`config.mk`:
```
export PLATFORM = sky130hd
export DESIGN_NAME = jt51_wrfifo
export DESIGN_NICKNAME = d
export VERILOG_FILES = /design/src/rtl/jt51_wrfifo.sv
export SDC_FILE = /design/constraint.sdc
export NUM_CORES = 1
export LEC_CHECK = 0
export CAP_MARGIN = 25
export CORE_ASPECT_RATIO = 0.6
export CORE_MARGIN = 10
export CORE_UTILIZATION = 40
export DETAILED_ROUTE_END_ITERATION = 7
export HOLD_SLACK_MARGIN = 0.1
export PLACE_DENSITY_LB_ADDON = 0.3
export SYNTH_ARGS = -nofsm -noshare
export SYNTH_HDL_FRONTEND = slang
export SYNTH_SLANG_ARGS = --single-unit
```
`constraint.sdc`:
```
create_clock -name clk -period 4.2 [get_ports clk]
set_input_delay 1.26 -clock clk [delete_from_list [all_inputs] [get_ports clk]]
set_output_delay 1.26 -clock clk [all_outputs]
set_load 0.05 [all_outputs]
```
`src/rtl/jt51_wrfifo.sv`:
```
// Buffered YM2151-style write front-end: queues {chip, addr, data} host writes and
// replays them as paced strobes to CHIPS jt51 cores. Optional stats: JT51_WRFIFO_STATS_EN.
module jt51_wrfifo #(
  parameter int DEPTH = 16,
  parameter int CHIPS = 2,
  parameter int CW    = 3,
  parameter int GUARD = 4
) (
  input  logic                     clk,
  input  logic                     rst_n,
  input  logic                     cen_p1,
  input  logic                     flush,
  input  logic                     cs_n,
  input  logic                     wr_n,
  input  logic                     a0,
  input  logic [7:0]               din,
  input  logic [CW-1:0]            chip,
  output logic [7:0]               dout,
  output logic [$clog2(DEPTH):0]   level,
  output logic [CHIPS-1:0]         yc_cs_n,
  output logic                     yc_wr_n,
  output logic                     yc_a0,
  output logic [7:0]               yc_din,
  input  logic [CHIPS-1:0]         yc_busy
`ifdef JT51_WRFIFO_STATS_EN
  ,
  output logic [$clog2(DEPTH):0]   hwm
`endif
);

  localparam int AW = $clog2(DEPTH);
  localparam int EW = CW + 16;
  localparam int NB = 1 << CW;
  localparam logic [AW:0] LEVEL_FULL = (AW+1)'(DEPTH);
  localparam logic [CW:0] CHIPS_W    = (CW+1)'(CHIPS);
  localparam logic [7:0]  GUARD_LAST = 8'(GUARD - 1);

  typedef enum logic [2:0] {IDLE, ADDR, GAP1, DATA, GUARDW, WAITB} state_t;

  logic          host_wr, push_req, drop, push, pop, tick;
  logic          full, empty;
  logic [AW:0]   wr_q, wr_d, rd_q, rd_d;
  logic [7:0]    addr_q;
  logic          ovf_q, ovf_d;
  logic [EW-1:0] mem_q [DEPTH];
  logic [EW-1:0] head;
  logic [CW-1:0] head_chip;
  logic [7:0]    head_addr, head_data;
  logic [NB-1:0] busy_ext;
  state_t        state_q;
  logic [7:0]    cnt_q;
  logic [CW-1:0] cur_q;

  function automatic logic [CHIPS-1:0] cs_sel(input logic [CW-1:0] c);
    logic [NB-1:0] oh;
    oh = ~(NB'(1) << c);
    return oh[CHIPS-1:0];
  endfunction

  assign tick      = cen_p1;
  assign host_wr   = !cs_n && !wr_n;
  assign push_req  = host_wr && a0;
  assign level     = wr_q - rd_q;
  assign empty     = (wr_q == rd_q);
  assign full      = (level == LEVEL_FULL);
  assign drop      = push_req && (full || ({1'b0, chip} >= CHIPS_W));
  assign push      = push_req && !drop && !flush;
  assign pop       = (state_q == DATA) && tick && (cnt_q == 8'd1) && !flush;
  assign head      = mem_q[rd_q[AW-1:0]];
  assign head_chip = head[EW-1 -: CW];
  assign head_addr = head[15:8];
  assign head_data = head[7:0];
  assign busy_ext  = NB'(yc_busy);

  always_comb begin
    wr_d  = wr_q;
    rd_d  = rd_q;
    ovf_d = ovf_q | drop;
    if (flush) begin
      rd_d  = wr_q;
      ovf_d = 1'b0;
    end else begin
      if (push) wr_d = wr_q + 1'b1;
      if (pop)  rd_d = rd_q + 1'b1;
    end
  end

  always_ff @(posedge clk or negedge rst_n) begin
    if (!rst_n) begin
      wr_q   <= '0;
      rd_q   <= '0;
      ovf_q  <= 1'b0;
      addr_q <= '0;
    end else begin
      wr_q  <= wr_d;
      rd_q  <= rd_d;
      ovf_q <= ovf_d;
      if (host_wr && !a0) addr_q <= din;
    end
  end

  always_ff @(posedge clk) begin
    if (push) mem_q[wr_q[AW-1:0]] <= {chip, addr_q, din};
  end

  // Strobe outputs are registered on state transitions; yc_a0/yc_din are only
  // loaded when a strobe starts, so they stay stable through it.
  always_ff @(posedge clk or negedge rst_n) begin
    if (!rst_n) begin
      state_q <= IDLE;
      cnt_q   <= '0;
      cur_q   <= '0;
      yc_cs_n <= '1;
      yc_wr_n <= 1'b1;
      yc_a0   <= 1'b0;
      yc_din  <= '0;
    end else if (flush) begin
      state_q <= IDLE;
      cnt_q   <= '0;
      yc_cs_n <= '1;
      yc_wr_n <= 1'b1;
    end else begin
      case (state_q)
        IDLE: begin
          if (!empty && !busy_ext[head_chip]) begin
            state_q <= ADDR;
            cur_q   <= head_chip;
            cnt_q   <= '0;
            yc_cs_n <= cs_sel(head_chip);
            yc_wr_n <= 1'b0;
            yc_a0   <= 1'b0;
            yc_din  <= head_addr;
          end
        end
        ADDR: begin
          if (tick) begin
            if (cnt_q == 8'd1) begin
              state_q <= GAP1;
              cnt_q   <= '0;
              yc_cs_n <= '1;
              yc_wr_n <= 1'b1;
            end else begin
              cnt_q <= cnt_q + 8'd1;
            end
          end
        end
        GAP1: begin
          if (tick) begin
            state_q <= DATA;
            yc_cs_n <= cs_sel(cur_q);
            yc_wr_n <= 1'b0;
            yc_a0   <= 1'b1;
            yc_din  <= head_data;
          end
        end
        DATA: begin
          if (tick) begin
            if (cnt_q == 8'd1) begin
              state_q <= (GUARD == 0) ? WAITB : GUARDW;
              cnt_q   <= '0;
              yc_cs_n <= '1;
              yc_wr_n <= 1'b1;
            end else begin
              cnt_q <= cnt_q + 8'd1;
            end
          end
        end
        GUARDW: begin
          if (tick) begin
            if (cnt_q == GUARD_LAST) state_q <= WAITB;
            else                     cnt_q   <= cnt_q + 8'd1;
          end
        end
        WAITB: begin
          if (!busy_ext[cur_q]) state_q <= IDLE;
        end
        default: state_q <= IDLE;
      endcase
    end
  end

`ifdef JT51_WRFIFO_STATS_EN
  logic [7:0]  drops_q;
  logic [AW:0] hwm_q;

  always_ff @(posedge clk or negedge rst_n) begin
    if (!rst_n) begin
      drops_q <= '0;
      hwm_q   <= '0;
    end else if (flush) begin
      drops_q <= '0;
      hwm_q   <= '0;
    end else begin
      if (drop && drops_q != 8'hFF) drops_q <= drops_q + 8'd1;
      if (level > hwm_q)            hwm_q   <= level;
    end
  end

  assign hwm  = hwm_q;
  assign dout = (!cs_n && wr_n && a0) ? drops_q : {full, empty, ovf_q, 5'b0};
`else
  assign dout = {full, empty, ovf_q, 5'b0};
`endif

endmodule
```
Word level (Yosys, flattened, before mapping)
Memories as Yosys holds them, arrays and structs flattened.
Index checks and enable logic that the tools add are counted.
{ "totals": {"regBits": 45, "latchBits": 0, "mem_bits_rw": 304, "mem_bits_ro": 0, "input_bits": 20, "out_inout_bits": 25, "wordCells": 122, "memories": 1} }
{ "op_classes": {"addsub": 4, "multipliers": 0, "div": 0, "magnitude_cmp": 3, "eq_ne": 23, "shift": 2, "mux": 44, "bitwise": 4, "n_reduce_logical": 30} }
{ "memory_table": {"columns": ["name", "words", "word_bits", "rd", "rd_ports_with_merged_regs", "wr", "line", "source"], "rows": [
  ["mem_q", 16, 19, 1, 0, 1, "45", "logic [EW-1:0] mem_q [DEPTH];"]
]} }
{ "op_table": {"columns": ["op", "n"], "rows": [
  ["8-bit 2-to-1 mux", 8],
  ["3-bit 2-to-1 mux", 10],
  ["3-bit != test, second input constant", 9],
  ["8-bit case mux with 3 select lines", 1],
  ["3-bit case mux with 6 select lines", 1],
  ["8-bit case mux with 2 select lines", 1],
  ["1-bit 2-to-1 mux", 11],
  ["5-bit by 1-bit adder with 5-bit output, second input constant", 2],
  ["1-bit logical AND", 10],
  ["2-bit 2-to-1 mux", 5],
  ["5-bit 2-to-1 mux", 2],
  ["5-bit AND reduction", 2],
  ["9-bit AND reduction", 1],
  ["8-bit by 1-bit adder with 8-bit output, second input constant", 1],
  ["8-bit by 1-bit == test with 1-bit output, second input constant", 1],
  ["8-bit by 2-bit == test with 1-bit output, second input constant", 1],
  ["3-bit by 4-bit less-than comparator with 1-bit output, second input constant", 2],
  ["4-bit nonzero test", 2],
  ["1-bit zero test", 7],
  ["1-bit binary-select mux with 3-bit select", 2],
  ["3-bit by 2-bit == test with 1-bit output, second input constant", 2],
  ["3-bit == test, second input constant", 2],
  ["3-bit by 1-bit != test with 1-bit output, second input constant", 2],
  ["2-bit case mux with 3 select lines", 1],
  ["other kinds (20)", 24]
]} }

Depth between registers and ports, before layout
{ "depth": {"ltp_word": 9, "depth_mapped": 12, "ltp_nobuf": 10} }

Least setup slack after synthesis
OpenSTA, ideal clock, no wires.
{ "synth_timing": {"path_type": "register to register", "start": "register rd_q[2]", "end": "memory mem_q[3][0] in the netlist's numbering (enable)", "setup_time_ns": 0.419, "arrival_time_ns": 4.377, "required_time_ns": 3.781, "slack_ns": -0.596, "stages_incl_launch_ff": 10, "path_buffers": 2, "synth_period_minus_slack_ns": 4.796, "cell_sequence": "dfrtp_1 buf_2 inv_2 buf_1 ha_1 xor2_1 nor3_1 o211ai_1 nand4_1 nor3_1"} }
{ "synth_between": {"elab_chain_cells": 9} }
{ "synth_lines": {"columns": ["item", "line", "source"], "rows": [
  ["from (decl)", "42", "logic [AW:0] wr_q, wr_d, rd_q, rd_d;"],
  ["from (signal assigned)", "96", "rd_q <= rd_d;"],
  ["5-bit subtractor", "63", "assign level = wr_q - rd_q;"],
  ["named net level[2]", "19", "output logic [$clog2(DEPTH):0] level,"],
  ["5-bit == test", "65", "assign full = (level == LEVEL_FULL);"],
  ["1-bit logical OR", "66", "assign drop = push_req && (full || ({1'b0, chip} >= CHIPS_W));"],
  ["1-bit logical AND", "66", null],
  ["1-bit zero test", "67", "assign push = push_req && !drop && !flush;"],
  ["1-bit logical AND (2 in series)", "67", null],
  ["1-bit 2-to-1 mux", "103", "if (push) mem_q[wr_q[AW-1:0]] <= {chip, addr_q, din};"],
  ["1-bit 2-to-1 mux (implied by the code)", "103", null],
  ["to (decl)", "45", null]
]} }
The timed path passes the listed nets, and every way through them passes these cells.

Final worst setup path
{ "layout_timing": {"start": "register wr_q[0]", "end": "output port dout[7]"} }
{ "layout_between": {"elab_chain_cells": 2} }
{ "layout_lines": {"columns": ["item", "line", "source"], "rows": [
  ["from (decl)", "42", null],
  ["from (signal assigned)", "95", "wr_q <= wr_d;"],
  ["5-bit subtractor", "63", null],
  ["5-bit == test", "65", null],
  ["to (decl)", "18", "output logic [7:0] dout,"]
]} }
Every way passes these cells.

==> results.toml <==
[job]
maxCapViolations = 0

[logic_synthesis]
synthArstFlopShare_pct = 12.89
synth_seq_cells = 349
synth_cells = 721
yosys-top-cells-area = "edfxtp_1, mux4_2, dfrtp_1"
yosysSeqAreaShare_pct = 72.02
yosysUniqueCellTypes = 55
synth_area_sq_mm = 0.01424
synth_edf_count = 304
synth.top_cell.area_share_pct = 64.08
synth_compound_area_share_pct = 3.030
synthXorXnorAreaFrac_pct = 0.6763
synth_top_family_by_area = "multiplexers"
yosysMostFrequentCell = "edfxtp_1"
ys_top_cells_by_count = "edfxtp_1, mux4_2, dfrtp_1"
synth-simple-area-share_pct = 3.549
dominantRegCellSynth = "edfxtp_1"
syn_area_per_cell_sq_um = 19.76
synth_top_area_cell = "edfxtp_1"
synth_fa_ha_area_share_pct = 1.107
synthMuxAreaShare_pct = 17.73
yosysWarnings = 0

[timing]
fin_worst_skew_ns = 0.01054
slew_headroom_pct = 40.40
hold_ws_ns = 0.4833
tns_ns = 0
drv_slew = 0
setup_viol = 0
tightest_slew_ns = 0.8940
final.setup.worst_slack_ns = 0.1711
rsz0062_at_grt = "no"
hold_violations = 0
fin_crit_sh_pct = 95.93
max_freq_ghz = 0.2482
fin_crit_ns = 4.029

[status]
status = "completed"

[floorplan]
io_pins = 45
fp-row-count = 53
die_area_sq_mm = 0.04381
die_y_um = 166.2
die_w_um = 263.6
coreArea_sq_mm = 0.03508
start_util_pct = 40.61

[grt]
gr-total-overflow = 0
grtUsageTotal_pct = 15.38
grt_pass1_vias = 7242
grt_antenna_before_repair = 2
grt_pass1_wl_mm = 50.55
grt_max_degree = 75

[power_and_ir_drop]
worst_ir_drop_vdd_mv = 0.3750
p_per_area_mw_per_mm2 = 623.7
power_mw = 10.34
cellLeakagePower_nw = 5.550

[clock_tree]
cts_inserted_buffers = 31
clockBufferDepth = 3
cts.sinks = 349
clk_latency_ns = 0.57
clk_pin_slew_ns = 0.07
cts_tree = "done"
cts_root_buf = "clkbuf_16"
cts-htree-levels = 1
postCtsHoldBufs = 0

[critical_path]
critPathCaptureType = "output pin"
r2r_start = "rd_q[1]"
r2r_end = "yc_din[0]"
cp_data_arrival_time_ns = 2.77
reg2reg_slack_ns = 0.75
path_class = "flop to output pin"
worstSetupStartpointType = "flop"
cp_max_fo = 5
reg2regPathDepth = 7
crit_path_frequent_cell = "inv_1"
critical_path.endpoint = "dout[7]"
crit_path_start = "wr_q[0]"
critPathBufInv = 4
worst_ep_required_time_ns = 2.94
path_delay_family = "adder cells"
cp.depth = 10
path_cells = "inv_2 > ha_1 > inv_1 > fa_1 > a21o_1 > a21oi_4 > xor2_4 > o211ai_1 > inv_1 > buf_12"
slowest_stage = "dfrtp_1"
worst_path_largest_cell_delay_ns = 0.44

[placed_design]
dp_slack_ns = 0.4473
portBuffers = 39
hpwlAfterDp_mm = 22.99
gp_congestion = 0.8323

[route]
vias = 7399
drt_iter0_drc = 920
routed_wl_mm = 34.13
wl_per_cell_um = 26.36
dr.pass1.iters = 5
vias_per_cell = 5.714
drtAntennaViolNets = 0
drc = 0

[layout]
layout-drive-gt1-share_pct = 29.63
nFillCells = 2878
syn_to_final_growth_pct = 16.40
nets = 834

[hold_path]
min_path_type = "flop to flop"
==> layer usage <==
layer / GRT usage, % / share of wire (%) / vias to the layer above
li1: - / - / 3118
met2: 20.19 / 40 / 273
met4: 2.341 / 1.1 / 0
met5: 0 / 0 / -
met1: 25.40 / 50 / 3979
met3: 3.230 / 8.9 / 29
==> cells in the final DEF, fill, tap and decap left out, drive strengths merged, types with 3 or more instances in the layout <==
master | synthesis | layout
o221ai | 5 | 5
clkinv | 0 | 5
nand4 | 7 | 7
buf | 24 | 51
nand2 | 14 | 14
mux2 | 34 | 34
mux4 | 92 | 92
nor3 | 5 | 5
and3 | 22 | 22
nor4 | 3 | 3
conb | 1 | 5
edfxtp | 304 | 304
mux2i | 7 | 7
nand2b | 3 | 3
bufinv | 0 | 5
nor2b | 4 | 4
clkdlybuf4s50 | 0 | 32
xor2 | 4 | 4
nor2 | 15 | 15
a31oi | 7 | 7
dfstp | 3 | 3
dfrtp | 42 | 42
nand3 | 10 | 10
a21oi | 15 | 15
xnor2 | 7 | 7
o21ai | 15 | 15
ha | 11 | 11
inv | 20 | 22
clkbuf | 15 | 44
==> layout make-up <==
type	instances	area, sq um	share of cell area, %
tap	467	584.3	3.524
multi-input combinational	317	3784	22.82
antenna	1	2.502	0.01509
clock inverter	14	209.0	1.260
timing repair buffer	83	775.7	4.679
sequential	349	10270	61.92
inverter	20	75.07	0.4528
clock buffer	44	884.6	5.335
==> power by group <==
part           leakage (nW)  internal, mW  switching, mW
Combinational          1.72          1.36           1.76
Sequential             3.30          3.97          0.227
Clock                 0.532          1.78           1.25
Total                  5.55          7.11           3.23
==> tightest hold or removal path, stage by stage, from the launching register on <==
cell	delay (ns)
dfstp_2	0.38
inv_1	0.05
a21oi_1	0.05
==> logic make-up after synthesis <==
| logic type | after synthesis |
|---|---|
| flip-flops | 349 |
| AO/OA/AOI/OAI | 63 |
| buffers and inverters | 59 |
| adder cells (fa/ha/maj) | 12 |
| multiplexers | 133 |
| AND/OR/NAND/NOR | 93 |
| XOR/XNOR | 11 |
| other | 1 |
==> flip-flops by register name, summed over array words and instances (netlist names) <==
signal and flops:
addr_q 8, cnt_q 8, cur_q 3, mem_q 304, ovf_q 1, rd_q 5, state_q 3, wr_q 5
yc_a0 1, yc_cs_n 2, yc_din 8, yc_wr_n 1
==> per-stage QoR <==
stage / instances / util (%) / instance area, sq um
final: 1295 / 47.27 / 16580
after global routing: 1294 / 47.26 / 16580
after CTS: 1294 / 47.24 / 16570
after detailed placement: 1235 / 44.09 / 15470
after global placement: 1235 / 44.09 / 15470
after floorplan: 725 / - / 14290
==> repair_timing <==
| action | in CTS | in global routing |
|---|---|---|
| pin swaps | 1 | 0 |
| gates resized for setup | 1 | 2 |
| setup buffers | 1 | 0 |
| setup endpoints to repair | 1 | 1 |
==> worst min path at each step <==
stage	slack, ns	cells after the start	end	from
5_1_grt	0.49	2	yc_wr_n	yc_wr_n
3_3_place_gp	0.46	2	yc_wr_n	yc_wr_n
6_report	0.48	2	yc_wr_n	yc_wr_n
3_5_place_dp	0.47	2	yc_wr_n	yc_wr_n
2_1_floorplan	0.47	1	ovf_q	ovf_q
4_1_cts	0.48	2	yc_wr_n	yc_wr_n
Note: power is estimated with default switching activity, not from simulation.
